<file path="src/rtl/gray_pkg.sv">
// Shared definitions for Gray code producers and consumers.
package gray_pkg;

   localparam int unsigned DEF_WIDTH = 3;
   localparam int unsigned DEF_CNT_W = 8;

   typedef enum logic [1:0] {
      IDLE  = 2'd0,
      TRACK = 2'd1,
      ERROR = 2'd2
   } state_t;

   // Gray to binary for codes up to 32 bits; bits at and above w are ignored.
   function automatic logic [31:0] gray2bin(input logic [31:0] g, input int unsigned w);
      logic [31:0] mask;
      logic [31:0] gm;
      logic [31:0] b;
      mask  = (w >= 32) ? '1 : ((32'd1 << w) - 32'd1);
      gm    = g & mask;
      b     = '0;
      b[31] = gm[31];
      for (int i = 30; i >= 0; i--) begin
         b[i] = b[i+1] ^ gm[i];
      end
      return b;
   endfunction

endpackage

</file>
<file path="src/rtl/gray_to_bin.sv">
// Combinational Gray to binary converter, reusable by any Gray consumer.
module gray_to_bin
   import gray_pkg::*;
#(
   parameter int unsigned WIDTH = DEF_WIDTH
) (
   input  logic [WIDTH-1:0] gray,
   output logic [WIDTH-1:0] bin
);

   assign bin = WIDTH'(gray2bin(32'(gray), WIDTH));

endmodule

</file>
<file path="src/rtl/gray_step_monitor.sv">
// Samples an upstream Gray counter, classifies each step and counts wraps/errors.
module gray_step_monitor
   import gray_pkg::*;
#(
   parameter int unsigned WIDTH = DEF_WIDTH,
   parameter int unsigned CNT_W = DEF_CNT_W
) (
   input  logic             clk,
   input  logic             reset,
   input  logic             in,
   input  logic [WIDTH-1:0] gray,
   output logic [WIDTH-1:0] bin,
   output logic             locked,
   output logic             up,
   output logic             down,
   output logic             wrap,
   output logic             err,
   output logic [CNT_W-1:0] wrap_cnt,
   output logic [CNT_W-1:0] err_cnt
);

   state_t           state;
   state_t           state_d;
   logic [WIDTH-1:0] nb;
   logic [WIDTH-1:0] bin_inc;
   logic [WIDTH-1:0] bin_dec;
   logic             is_hold;
   logic             is_up;
   logic             is_down;
   logic             is_err;

   logic [WIDTH-1:0] bin_d;
   logic             locked_d;
   logic             up_d;
   logic             down_d;
   logic             wrap_d;
   logic             err_d;
   logic [CNT_W-1:0] wrap_cnt_d;
   logic [CNT_W-1:0] err_cnt_d;

   gray_to_bin #(.WIDTH(WIDTH)) u_g2b (
      .gray (gray),
      .bin  (nb)
   );

   // bin doubles as the reference; up is tested before down so WIDTH=1 resolves to up.
   assign bin_inc = bin + WIDTH'(1);
   assign bin_dec = bin - WIDTH'(1);
   assign is_hold = (nb == bin);
   assign is_up   = !is_hold && (nb == bin_inc);
   assign is_down = !is_hold && !is_up && (nb == bin_dec);
   assign is_err  = !is_hold && !is_up && !is_down;

   // State and output registers, synchronous reset.
   always_ff @(posedge clk) begin
      if (reset) begin
         state    <= IDLE;
         bin      <= '0;
         locked   <= 1'b0;
         up       <= 1'b0;
         down     <= 1'b0;
         wrap     <= 1'b0;
         err      <= 1'b0;
         wrap_cnt <= '0;
         err_cnt  <= '0;
      end else begin
         state    <= state_d;
         bin      <= bin_d;
         locked   <= locked_d;
         up       <= up_d;
         down     <= down_d;
         wrap     <= wrap_d;
         err      <= err_d;
         wrap_cnt <= wrap_cnt_d;
         err_cnt  <= err_cnt_d;
      end
   end

   // Next-state: only accepted samples move the FSM.
   always_comb begin
      state_d = state;
      if (in) begin
         unique case (state)
            IDLE:    state_d = TRACK;
            TRACK:   state_d = is_err ? ERROR : TRACK;
            ERROR:   state_d = TRACK;
            default: state_d = IDLE;
         endcase
      end
   end

   // Next output values: load reference, classify step, update counters.
   always_comb begin
      bin_d      = bin;
      locked_d   = locked;
      up_d       = 1'b0;
      down_d     = 1'b0;
      wrap_d     = 1'b0;
      err_d      = 1'b0;
      wrap_cnt_d = wrap_cnt;
      err_cnt_d  = err_cnt;
      if (in) begin
         bin_d = nb;
         unique case (state)
            TRACK: begin
               if (is_up) begin
                  up_d = 1'b1;
                  if (bin == '1) begin
                     wrap_d     = 1'b1;
                     wrap_cnt_d = wrap_cnt + CNT_W'(1);
                  end
               end else if (is_down) begin
                  down_d = 1'b1;
               end else if (is_err) begin
                  err_d    = 1'b1;
                  locked_d = 1'b0;
                  if (err_cnt != '1) begin
                     err_cnt_d = err_cnt + CNT_W'(1);
                  end
               end
            end
            default: locked_d = 1'b1;
         endcase
      end
   end

endmodule

</file>
<file path="config.mk">
export PLATFORM = sky130hd
export DESIGN_NAME = gray_step_monitor
export DESIGN_NICKNAME = d
export VERILOG_FILES = /design/src/rtl/gray_pkg.sv /design/src/rtl/gray_to_bin.sv /design/src/rtl/gray_step_monitor.sv
export SDC_FILE = /design/constraint.sdc
export NUM_CORES = 1
export LEC_CHECK = 0
export BUFFER_PORTS_ARGS = -buffer_cell sky130_fd_sc_hd__buf_4
export CORE_ASPECT_RATIO = 0.7
export CORE_MARGIN = 3
export CORE_UTILIZATION = 53
export CTS_BUF_LIST = sky130_fd_sc_hd__clkbuf_8 sky130_fd_sc_hd__clkbuf_16
export DETAILED_ROUTE_END_ITERATION = 8
export PLACE_DENSITY_LB_ADDON = 0.3
export SLEW_MARGIN = 20
export SYNTH_ARGS = -nofsm -noshare
export SYNTH_HDL_FRONTEND = slang
export SYNTH_SLANG_ARGS = --single-unit
</file>
<file path="constraint.sdc">
create_clock -name clk -period 2.7 [get_ports clk]
set_input_delay 0.405 -clock clk [delete_from_list [all_inputs] [get_ports clk]]
set_output_delay 0.405 -clock clk [all_outputs]
set_load 0.01 [all_outputs]
</file>
==> reports/metrics.yaml <==
outcome:
  status: "finished clean"
placed_design:
  dp_slack_ns: 0.08437
  gp_congestion: 0.8220
  portBuffers: 29
  dp_hpwl_mm: 2.232
clocking:
  insertion_delay_ns: 0.27
  cts.sinks: 26
  post_cts_buffers: 0
  cts_tree: "done"
  clockBufferDepth: 2
  clk_pin_slew_ns: 0.09
  cts-htree-levels: 1
  clockRootBuffer: "clkbuf_8"
  numCtsBuffers: 3
hold_path:
  hp-class: "input port to flop"
  min_from: "in"
worst_setup_path:
  reg2reg_from: "bin[1]"
  end_kind: "flop"
  critPathMaxFanout: 14
  worst_path_max_delay_cell: "or4_1"
  crit_chain: "inv_1 > ha_1 > xnor2_1 > and3_4 > or3_1 > a21o_2 > or4_1 > a21oi_1"
  startpoint: "bin[1]"
  required_ns: 2.91
  worstPathArrival_ns: 2.75
  startpoint_type: "flop"
  cp_slowest_stage_delay_ns: 0.49
  worstSetupPathType: "flop to flop"
yosys:
  syn-num-nets: 164
  ys.warnings.count: 0
  synthesis.area_um2: 1406
  ys_seq_area_share_pct: 37.01
  syn_area_per_cell_um2: 9.192
  synth_cell_types: 39
  synthCells: 153
  ys_ff_latch: 26
die:
  start_util_pct: 60.37
  die_area_um2: 3318
  core_um2: 2330
  pin_count: 30
  die_w_um: 67.57
  fp-row-count: 14
  fp.dieH_um: 49.10
sta:
  finalClockSkew_ns: 0.002889
  fin_ws_ns: 0.1596
  rsz0062_at_grt: "no"
  setup_viol: 0
  hold_violations: 0
  clock.fmax_mhz: 393.6
  slew_viol_final: 0
  setup_tns_ns: 0
  tightest_slew_ns: 0.5912
  fin_crit_sh_pct: 94.09
  period_minus_slack_ns: 2.540
  holdWs_ns: 0.3934
  slew_headroom_pct: 60.22
final_layout:
  multi_input_area_um2: 785.8
  ff_latch_area_um2: 521.8
  finalNetCount: 193
  final_util_pct: 72.18
  n_antenna_cell: 0
  drive_above_1_share_pct: 26.52
  filler_cell_count: 191
  areaGrowthSynthToFinish_pct: 19.57
route:
  drtIter0Drc: 101
  vias: 1189
  ant_nets: 0
  routed_wl_mm: 3.033
  dr.pass1.iters: 4
  drc: 0
  via_per_inst: 5.582
  wl_per_cell_um: 14.24
pwr:
  p_total_uw: 896.5
  cellLeakagePower_nw: 0.7193
  vdd_ir_drop_max_v: 0.0003171
  powerDensity_nw_per_um2: 533.1
grt:
  antenna_found_initial: 0
  grt_max_degree: 28
  grt_use_total_pct: 19.39
  grt_pass1_wl_mm: 4.926
  gr-total-overflow: 0
  grt_pass1_vias: 1086
flow_run:
  drv_cap: 0
metal layers:
metal  vias up  GRT usage [%]  share of wire (%)
met3         5          5.760                7.4
met2        38          30.86                 48
met5         -              0                  0
li1        600              -                  -
met1       546          25.63                 43
met4         0          4.040               0.69
where the power goes:
| group | total [mW] | internal (mW) | switching (mW) |
|---|---|---|---|
| Combinational | 0.172 | 0.0755 | 0.0963 |
| Clock | 0.320 | 0.198 | 0.121 |
| Sequential | 0.405 | 0.394 | 0.0109 |
cell type report:
class	instances	share of cell area, %
Multi-Input combinational cell	113	46.73
Sequential cell	26	31.03
Timing Repair Buffer	32	14.29
Clock buffer	3	2.455
Tap cell	32	2.381
Clock inverter	1	1.786
Inverter	6	1.339
critical path, delay by kind of cell, from the launching register on:
kind,cells,cell delay (ns)
and+or+nand+nor,3,1.04
DFF,1,0.44
AOI/OAI and AO/OA,2,0.42
adders and majority gates,1,0.34
xor gates and xnor gates,1,0.17
buffers and inverters,1,0.07
per-stage QoR:
| stage | cell area, µm² | cells |
|---|---|---|
| 3_5_place_dp | 1608 | 209 |
| 4_1_cts | 1679 | 213 |
| 2_1_floorplan | 1406 | 153 |
| 6_report | 1682 | 213 |
| 3_3_place_gp | 1608 | 209 |
| 5_1_grt | 1682 | 213 |
Yosys cell counts, drive strengths merged:
| cell | n | share of area, % |
|---|---|---|
| dfxtp | 26 | 37 |
| nor2 | 16 | 4.3 |
| nand2 | 9 | 2.4 |
| nand3 | 7 | 2.5 |
| a21oi | 6 | 2.1 |
| and3 | 6 | 3.1 |
| buf | 6 | 3.6 |
| inv | 6 | 1.6 |
| mux2i | 6 | 4.3 |
| xnor2 | 6 | 5.6 |
| xor2 | 6 | 3.7 |
| ha | 5 | 4.4 |
| nand4 | 5 | 2.2 |
| o31ai | 5 | 2.7 |
| or4 | 5 | 2.7 |
| nor2b | 4 | 1.8 |
| nor3 | 4 | 1.4 |
| a211oi | 3 | 1.6 |
| nand2b | 3 | 1.3 |
| a21o | 2 | 1.1 |
| clkbuf | 2 | 2.0 |
| nor4 | 2 | 0.89 |
| o21ai | 2 | 0.71 |
| or3 | 2 | 0.89 |
| and2b | 1 | 0.62 |
| mux2 | 1 | 0.80 |
| nand3b | 1 | 0.53 |
| o211ai | 1 | 0.53 |
| o21ba | 1 | 0.71 |
| o2bb2ai | 1 | 1.1 |
| o31a | 1 | 0.71 |
| o32ai | 1 | 0.62 |
| or2 | 1 | 0.45 |
worst paths after layout:
path                endpoint  slack (ns)  depth (start not counted)
setup / recovery  err_cnt[5]        0.16                          8
hold / removal        bin[1]        0.39                          2
setup reg to reg  err_cnt[5]        0.16                          8
hold reg to reg       locked        0.49                          2
what timing repair did:
action,in CTS,in global routing
resized for setup,0,2
hold buffers,0,0
setup endpoints to repair,0,7
placed cells by master, fill, tap and decap left out, drive strengths merged, types with 2 or more instances in the layout:
cell type,instances
xor2,6
nor4,2
nor3,4
inv,6
o21ai,2
a21oi,6
nand3,7
nand4,5
nand2b,3
nor2b,4
dfxtp,26
a21o,2
o31ai,5
nand2,9
nor2,16
xnor2,6
mux2i,6
or4,5
a211oi,3
clkbuf,3
and3,6
buf,32
or3,2
ha,5
flip-flops by register name (all words and copies together) (netlist names), 2 cells and up:
register  flops
err_cnt       8
wrap_cnt      8
bin           3
state         2
logic make-up (layout without fill, tap and decap cells):
group | after synthesis | count (layout) | share of synthesized area, %
multiplexers | 7 | 7 | 5.071
adder cells (fa/ha/maj) | 5 | 5 | 4.448
buffers and inverters | 14 | 42 | 7.207
AND/OR/NAND/NOR | 66 | 66 | 25.09
AO/OA/AOI/OAI | 23 | 23 | 11.83
XOR/XNOR | 12 | 12 | 9.342
flip-flops | 26 | 26 | 37.01
No activity file was read; power rests on OpenSTA's default activity.
